===== config.mk =====
export PLATFORM = sky130hd
export DESIGN_NAME = neuron_mac_scheduler_flat
export DESIGN_NICKNAME = d
export VERILOG_FILES = /design/src/rtl/neuron_mac_scheduler_pkg.sv /design/src/rtl/neuron_mac_scheduler_if.sv /design/src/rtl/neuron_mac_scheduler_si_upscaler.sv /design/src/rtl/neuron_mac_scheduler.sv /design/src/flat_wrapper.sv
export SDC_FILE = /design/constraint.sdc
export NUM_CORES = 1
export LEC_CHECK = 0
export BUFFER_PORTS_ARGS = -buffer_cell sky130_fd_sc_hd__buf_4
export CAP_MARGIN = 20
export CORE_MARGIN = 4
export CORE_UTILIZATION = 41
export CTS_CLUSTER_DIAMETER = 40
export DETAILED_ROUTE_END_ITERATION = 7
export GPL_ROUTABILITY_DRIVEN = 0
export PLACE_DENSITY = 0.64
export SYNTH_ARGS = -nofsm -noshare
export SYNTH_HDL_FRONTEND = slang
export SYNTH_SLANG_ARGS = --single-unit

===== constraint.sdc =====
create_clock -name clk -period 4.4 [get_ports clk]
set_input_delay 0.66 -clock clk [delete_from_list [all_inputs] [get_ports clk]]
set_output_delay 0.66 -clock clk [all_outputs]
set_load 0.01 [all_outputs]

===== src/rtl/neuron_mac_scheduler_pkg.sv =====
// Shared definitions for the neuron MAC scheduler, its layer controller and activation stage.
package neuron_mac_scheduler_pkg;

   localparam int N_IN_DEF  = 8;
   localparam int N_OUT_DEF = 32;

   typedef enum logic [1:0] {
      IDLE  = 2'd0,
      RUN   = 2'd1,
      DRAIN = 2'd2,
      HOLD  = 2'd3
   } state_t;

endpackage


===== src/rtl/neuron_mac_scheduler_if.sv =====
// Start/bias, memory-read and result-handshake signals of the neuron MAC scheduler.
interface neuron_mac_scheduler_if
   import neuron_mac_scheduler_pkg::*;
#(
   parameter int N_IN   = N_IN_DEF,
   parameter int N_OUT  = N_OUT_DEF,
   parameter int ADDR_W = 4
);
   logic              start;
   logic [N_OUT-1:0]  bias;
   logic [ADDR_W-1:0] mem_addr;
   logic              mem_rd_en;
   logic [N_IN-1:0]   x_data;
   logic [N_IN-1:0]   w_data;
   logic              busy;
   logic [N_OUT-1:0]  acc_out;
   logic              out_valid;
   logic              out_ready;

   // master is the scheduler; slave is the surrounding controller, memories and consumer
   modport master (
      input  start, bias, x_data, w_data, out_ready,
      output mem_addr, mem_rd_en, busy, acc_out, out_valid
   );

   modport slave (
      output start, bias, x_data, w_data, out_ready,
      input  mem_addr, mem_rd_en, busy, acc_out, out_valid
   );

endinterface


===== src/rtl/neuron_mac_scheduler_si_upscaler.sv =====
// Sign-extends a two's complement word from N_IN to N_OUT bits.
module si_upscaler #(
   parameter int N_IN  = 8,
   parameter int N_OUT = 32
) (
   input  logic [N_IN-1:0]  din,
   output logic [N_OUT-1:0] dout
);

   assign dout = {{(N_OUT - N_IN){din[N_IN-1]}}, din};

endmodule


===== src/rtl/neuron_mac_scheduler.sv =====
// Walks the input/weight memories for one neuron and accumulates bias + sum(x*w), wrapping mod 2**N_OUT.
module neuron_mac_scheduler
   import neuron_mac_scheduler_pkg::*;
#(
   parameter int N_IN     = N_IN_DEF,
   parameter int N_OUT    = N_OUT_DEF,
   parameter int N_INPUTS = 16,
   parameter int ADDR_W   = 4
) (
   input logic                   clk,
   input logic                   rst,
   neuron_mac_scheduler_if.master bus
);

   localparam logic [ADDR_W-1:0] LAST = ADDR_W'(N_INPUTS - 1);

   state_t            state, state_nxt;
   logic [ADDR_W-1:0] issue_cnt;
   logic              rd_vld;
   logic [N_OUT-1:0]  acc;
   logic [N_OUT-1:0]  x_ext, w_ext, prod, acc_sum;

   si_upscaler #(.N_IN(N_IN), .N_OUT(N_OUT)) u_x_ext (.din(bus.x_data), .dout(x_ext));
   si_upscaler #(.N_IN(N_IN), .N_OUT(N_OUT)) u_w_ext (.din(bus.w_data), .dout(w_ext));

   // low N_OUT bits of the product are the same for signed and unsigned once both are extended
   assign prod    = x_ext * w_ext;
   assign acc_sum = acc + prod;

   always_ff @(posedge clk or posedge rst) begin
      if (rst) state <= IDLE;
      else     state <= state_nxt;
   end

   always_comb begin
      state_nxt = state;
      case (state)
         IDLE:    if (bus.start) state_nxt = RUN;
         RUN:     if (issue_cnt == LAST) state_nxt = DRAIN;
         DRAIN:   state_nxt = HOLD;
         HOLD:    if (bus.out_ready) state_nxt = IDLE;
         default: state_nxt = IDLE;
      endcase
   end

   always_ff @(posedge clk or posedge rst) begin
      if (rst) begin
         issue_cnt     <= '0;
         rd_vld        <= 1'b0;
         acc           <= '0;
         bus.mem_addr  <= '0;
         bus.mem_rd_en <= 1'b0;
         bus.busy      <= 1'b0;
         bus.acc_out   <= '0;
         bus.out_valid <= 1'b0;
      end else begin
         rd_vld <= bus.mem_rd_en;
         if (rd_vld) acc <= acc_sum;
         case (state)
            IDLE: begin
               if (bus.start) begin
                  acc           <= bus.bias;
                  issue_cnt     <= '0;
                  bus.mem_addr  <= '0;
                  bus.mem_rd_en <= 1'b1;
                  bus.busy      <= 1'b1;
               end
            end
            RUN: begin
               if (issue_cnt == LAST) begin
                  bus.mem_rd_en <= 1'b0;
               end else begin
                  issue_cnt    <= issue_cnt + 1'b1;
                  bus.mem_addr <= bus.mem_addr + 1'b1;
               end
            end
            // the last product lands on this edge, so publish the summed value directly
            DRAIN: begin
               bus.acc_out   <= acc_sum;
               bus.out_valid <= 1'b1;
            end
            HOLD: begin
               if (bus.out_ready) begin
                  bus.out_valid <= 1'b0;
                  bus.busy      <= 1'b0;
               end
            end
            default: ;
         endcase
      end
   end

endmodule

===== src/flat_wrapper.sv =====
// flat-port wrapper written by rule: the top's interface ports become plain ports
module neuron_mac_scheduler_flat import neuron_mac_scheduler_pkg::*;
#(
   parameter int N_IN     = N_IN_DEF,
   parameter int N_OUT    = N_OUT_DEF,
   parameter int N_INPUTS = 16,
   parameter int ADDR_W   = 4
)
  (clk, rst, bus_start, bus_bias, bus_x_data, bus_w_data, bus_out_ready, bus_mem_addr, bus_mem_rd_en, bus_busy, bus_acc_out, bus_out_valid);
  neuron_mac_scheduler_if #(.N_IN(N_IN), .N_OUT(N_OUT), .ADDR_W(ADDR_W)) bus_i ();
  input logic clk;
  input logic rst;
  input wire logic [$bits(bus_i.start)-1:0] bus_start;
  input wire logic [$bits(bus_i.bias)-1:0] bus_bias;
  input wire logic [$bits(bus_i.x_data)-1:0] bus_x_data;
  input wire logic [$bits(bus_i.w_data)-1:0] bus_w_data;
  input wire logic [$bits(bus_i.out_ready)-1:0] bus_out_ready;
  output wire logic [$bits(bus_i.mem_addr)-1:0] bus_mem_addr;
  output wire logic [$bits(bus_i.mem_rd_en)-1:0] bus_mem_rd_en;
  output wire logic [$bits(bus_i.busy)-1:0] bus_busy;
  output wire logic [$bits(bus_i.acc_out)-1:0] bus_acc_out;
  output wire logic [$bits(bus_i.out_valid)-1:0] bus_out_valid;
  assign bus_i.start = bus_start;
  assign bus_i.bias = bus_bias;
  assign bus_i.x_data = bus_x_data;
  assign bus_i.w_data = bus_w_data;
  assign bus_i.out_ready = bus_out_ready;
  assign bus_mem_addr = bus_i.mem_addr;
  assign bus_mem_rd_en = bus_i.mem_rd_en;
  assign bus_busy = bus_i.busy;
  assign bus_acc_out = bus_i.acc_out;
  assign bus_out_valid = bus_i.out_valid;
  neuron_mac_scheduler #(.N_IN(N_IN), .N_OUT(N_OUT), .N_INPUTS(N_INPUTS), .ADDR_W(ADDR_W)) u_core (.clk(clk), .rst(rst), .bus(bus_i));
endmodule

Yosys cells after proc, flatten, opt, wreduce, memory -nomap -nowiden:

Cells that the tools add are included.

* reduce and logical (&&, ||, !) cells: 9
* add/subtract/negate cells: 3
* $mul: 1
* muxes and demuxes: 18
* equality and inequality tests: 8

Operators by type and width (count)
* two-way mux 32 bit: 3
* adder 32 bit: 1
* multiplier 8 x 8 -> 16 bit: 1
* case mux 4 bit (2 select lines): 2
* two-way mux 4 bit: 3
* AND reduction 3 bit: 4
* adder 4 x 1 -> 4 bit (second input constant): 2
* case mux 2 bit (4 select lines): 1
* two-way mux 2 bit: 3
* inequality test 2 bit (second input constant): 3
* case mux 1 bit (2 select lines): 3
* nonzero test 2 bit: 3
* equality test 2 bit (second input constant): 2
* equality test 4 bit (second input constant): 1
* two-way mux 1 bit: 3
* equality test 2 x 1 -> 1 bit (second input constant): 1
* zero test 2 bit: 1
* inequality test 2 x 1 -> 1 bit (second input constant): 1
* AND reduction 2 bit: 1

* logic and storage cells: 48
* input bits: 52
* output and inout bits: 39
* flip-flop bits (word level): 78

Depth between registers and ports, before layout:

* depth in word-level cells: 5
* depth in mapped cells: 29
* depth with buffers taken out: 29

Cells and area by module:

A second synthesis with hierarchy kept.

* cells, all modules: 2237
* area, all modules: 20618.5 sq um

Modules (own cells, without submodules)
* neuron_mac_scheduler: area each 20138.1 sq um, cells each 2173, times used 1
* si_upscaler: area each 240.2 sq um, cells each 32, times used 2

Worst setup path after synthesis:

OpenSTA, ideal clock, no wires.

* path kind: input to register
* from: input port bus_w_data[4]
* to: register u_core.acc[31]
* setup slack: -2.895 ns
* required time: 4.318 ns
* path buffers: 0
* arrival: 7.213 ns
* stages on the path: 26
* cells stage by stage: and2_1 > fa_1 > inv_1 > fa_1 > inv_1 > fa_1 > inv_1 > fa_1 > inv_1 > ha_1 > nand2_1 > o21ai_0 > o41ai_1 > o2111ai_1 > o211ai_1 > xnor2_1 > ha_1 > a21oi_1 > nand2_1 > or3_1 > nor3_2 > o31ai_2 > o41ai_2 > xor2_1 > or3_1 > a31oi_1

* longest elaborated chain between the ends: 5

Ends and longest elaborated chain
* start, declared: line flat_wrapper.sv:16 `input wire logic [$bits(bus_i.w_data)-1:0] bus_w_data;`
* multiplier 8 x 8 -> 16 bit (*): line neuron_mac_scheduler.sv:27 `assign prod = x_ext * w_ext;`
* adder 32 bit (*): line neuron_mac_scheduler.sv:28 `assign acc_sum = acc + prod;`
* two-way mux 32 bit (*): line neuron_mac_scheduler.sv:58 `if (rd_vld) acc <= acc_sum;`
* two-way mux 32 bit: line neuron_mac_scheduler.sv:61 `if (bus.start) begin`
* two-way mux 32 bit (*): line neuron_mac_scheduler.sv:59 `case (state)`
* end signal, assigned: line neuron_mac_scheduler.sv:58
* end signal, assigned: line neuron_mac_scheduler.sv:62 `acc <= bus.bias;`
* end, declared: line neuron_mac_scheduler.sv:20 `logic [N_OUT-1:0] acc;`

Mark *: on every way between the ends. The rest lies on a longest branch, timed or not.
A chain may end at the register's enable or synchronous reset.

Final worst setup path:

* from: input port bus_x_data[5]
* to: register u_core.acc[31]

* longest elaborated chain between the ends: 5

Ends and longest elaborated chain
* start, declared: line flat_wrapper.sv:15 `input wire logic [$bits(bus_i.x_data)-1:0] bus_x_data;`
* multiplier 8 x 8 -> 16 bit (*): line neuron_mac_scheduler.sv:27
* adder 32 bit (*): line neuron_mac_scheduler.sv:28
* two-way mux 32 bit (*): line neuron_mac_scheduler.sv:58
* two-way mux 32 bit: line neuron_mac_scheduler.sv:61
* two-way mux 32 bit (*): line neuron_mac_scheduler.sv:59

Marks and branches as above.

==> key figures <==
Yosys
  • Avg Inst Size Synth: 9.443 um2
  • Number of synthesized flops with an enable pin: 0
  • Syn Inst Count: 784
  • Register bit total from synthesis: 78
  • Async set or reset register ratio after synthesis: 100.0%
  • Ys Warns: 0
  • Yosys cell types: 50
  • Ys flop type: dfrtp_1
  • Synthesized cell area: 0.007403 mm2
  • Seq/Total Area, Yosys: 26.36%
  • Synth Net Count: 960

Drt
  • Routed vias: 6355
  • Final wirelength: 19020 um
  • Wirelength per Cell: 15.02 um
  • Routed Antenna Nets: 0
  • First-pass DRT Iterations: 4
  • 1st-iter DRT viols: 143
  • # DRC: 0
  • Vias per cell: 5.020

Timing
  • Worst setup margin: -2.113 ns
  • Clk_skew: 0.01070 ns
  • Max Slew Vio Count: 0
  • Slew margin rel.: 31.42%
  • Final setup violation count: 50
  • Worst-margin pin slew: 1.029 ns
  • Endpoints failing hold: 0
  • Max Fclk: 0.1535 GHz
  • RSZ-0062 raised after global routing: true
  • Final Cycle Share: 148.0%
  • Final min period: 6.513 ns

CTS
  • Cts hold-fix bufs: 0
  • CTS buffer count: 9
  • Clk buf depth: 2
  • CTS Root Cell: clkbuf_16
  • Clock Latency Late Sink: 0.34 ns
  • H-tree levels: 3
  • CTS tree: built
  • CTS sink cnt: 78
  • CTS clk-pin slew, worst paths: 0.07 ns

Job
  • Max Cap Violations: 0

Finish
  • Nets: 1212
  • Synth-to-Final Area Change: 46.98%
  • Antenna cells: 0
  • Fillers: 1478
  • Fraction of layout instances using a drive strength above 1: 42.46%

Place
  • DP HPWL: 14250 um
  • Place WS: -2.566 ns
  • Port Buffer Count: 90

Worst setup path
  • Largest stage delay on the critical path: 0.55 ns
  • Critical Path Start Type: input pin
  • WP data required: 4.66 ns
  • Worst EP arrival: 6.78 ns
  • Max Fanout on Critical Path: 4
  • Bufs and invs on worst path: 7
  • Slowest stage cell, crit path: fa_1
  • Crit path kind: in2reg
  • CP most frequent cell: fa_1
  • Element type at the critical path end: flip-flop
  • Cell family with most CP delay: adder cells

Die
  • Core area: 0.01748 mm2
  • Die H: 142.4 um
  • Die Area: 0.02027 mm2
  • Top Ports: 91
  • Chip width: 142.4 um
  • Initial Utilization: 42.36%
  • # rows: 48

Run status
  • Status: complete, but fails checks
  • Violated checks: negative setup slack

GRT
  • Total Routing Usage GR: 19.13%
  • First-pass GRT wire length: 31950 um
  • Number of global-route vias before repair: 6845
  • Initial antenna violation count: 0
  • Largest net degree at the start of global routing: 57
  • GR Overflow Total: 0

Min path
  • Hold Crit Class: in2async
## timing repair
action / 4_1_cts / 5_1_grt
hold endpoints to repair: 0 / 0
resized for setup: 79 / 83
endpoints found under the setup margin: 52 / 52
cloned: 0 / 0
pin swaps: 50 / 82
setup buffers: 19 / 20
## layer usage
| layer | vias to the layer above | share of wire (%) | track usage [%] |
|---|---|---|---|
| li1 | 3126 | - | - |
| met4 | 0 | 1.8 | 4.452 |
| met2 | 92 | 52 | 34.58 |
| met3 | 29 | 3.0 | 3.192 |
| met5 | - | 0 | 0 |
| met1 | 3108 | 43 | 23.92 |
## registers in the layout (all words and copies together) (netlist names)
name,cells
u_core.acc,32
u_core.bus.acc_out,32
u_core.bus.busy,1
u_core.bus.mem_addr,4
u_core.bus.mem_rd_en,1
u_core.bus.out_valid,1
u_core.issue_cnt,4
u_core.rd_vld,1
u_core.state,2
## worst reg2reg max path, stage by stage, from the launching register on
cell	delay [ns]
dfrtp_1	0.38
ha_1	0.33
and2_4	0.18
a221o_1	0.37
a221o_1	0.40
nor3_2	0.23
o31ai_2	0.11
o41ai_2	0.31
xor2_1	0.14
or3_1	0.31
a31oi_1	0.16
## cells in the mapped netlist (3+ instances only)
cell | number | area share (%)
nor3_1 | 7 | 0.47
dfrtp_1 | 78 | 26
mux2i_1 | 27 | 3.7
and3_1 | 6 | 0.51
inv_1 | 104 | 5.3
ha_1 | 68 | 11
o21ai_0 | 48 | 3.2
a21o_1 | 17 | 1.7
nand4_1 | 9 | 0.76
or3_1 | 5 | 0.42
nor2_1 | 28 | 1.4
o21ai_1 | 3 | 0.20
nand2_1 | 68 | 3.4
fa_1 | 56 | 15
o211ai_1 | 4 | 0.41
xor2_1 | 15 | 1.8
mux2_2 | 28 | 4.3
nand2b_1 | 7 | 0.59
nand3_1 | 13 | 0.88
o21ba_2 | 3 | 0.41
a21oi_1 | 45 | 3.0
nor2b_1 | 7 | 0.59
and2_1 | 47 | 4.0
a31oi_1 | 4 | 0.34
xnor2_1 | 34 | 4.0
clkbuf_1 | 16 | 0.81
o21bai_1 | 5 | 0.51
## through the flow
stage               area, um2  utilization (%)  std cells  hold WS [ns]  setup TNS [ns]
finish                  10880            62.26       1266        0.2277          -76.68
CTS                     10360            59.28       1252        0.4567          -78.85
global route            10880            62.26       1266        0.2267          -87.23
global placement         9510            54.42       1219        0.4386          -97.37
floorplan                7581                -        784        0.4536          -72.57
detailed placement       9510            54.42       1219        0.4382          -99.54
## kinds of logic after synthesis
logic type / share of synthesized area, %
AND/OR/NAND/NOR: 13.52
AO/OA/AOI/OAI: 13.45
buffers and inverters: 6.321
adder cells (fa/ha/maj): 26.64
flip-flops: 26.36
multiplexers: 7.909
XOR/XNOR: 5.797
## area by class of cell
cell class                      instances  area, um2  share of cell area (%)
Clock inverter                          7      77.57                  0.7129
Tap cell                              225      281.5                   2.587
Sequential cell                        78       1952                   17.94
Timing Repair Buffer                  261       2107                   19.36
Clock buffer                            9      225.2                   2.070
Multi-Input combinational cell        582       5847                   53.73
Inverter                              104      391.6                   3.599
## placed cells by master (no fill, tap or decap), types with 11 or more instances in the layout
cell type  Yosys  final
mux2_2        28     22
xnor2_1       34     16
ha_4           0     18
dfrtp_1       78     78
a21oi_1       45     29
nand2_1       68     64
fa_1          56     52
inv_2          0     15
o21ai_0       48     21
ha_1          68     46
a21o_1        17     17
buf_6          0     30
and2_1        47     36
nand3_1       13     12
mux2i_1       27     27
xor2_1        15     11
xnor2_2        0     15
nor2_1        28     26
buf_4          0    228
inv_1        104     88
o21ai_1        3     22
## worst paths after layout
kind | cells past startpoint | slack [ns] | endpoint | start
worst min register to register | 0 | 0.46 | u_core.rd_vld | u_core.bus.mem_rd_en
worst max register to register | 10 | 1.42 | u_core.acc[31] | u_core.acc[9]
min in group clk | 0 | 0.46 | u_core.rd_vld | u_core.bus.mem_rd_en
max in group asynchronous | 4 | 3.31 | u_core.acc[18] | rst
worst min-delay path | 2 | 0.23 | u_core.bus.acc_out[2] | rst
worst max-delay path | 29 | -2.11 | u_core.acc[31] | bus_x_data[5]
Power is left out: the tool's default activity adds up to more than one toggle a clock period on the data nets, which glitch-free logic cannot reach.
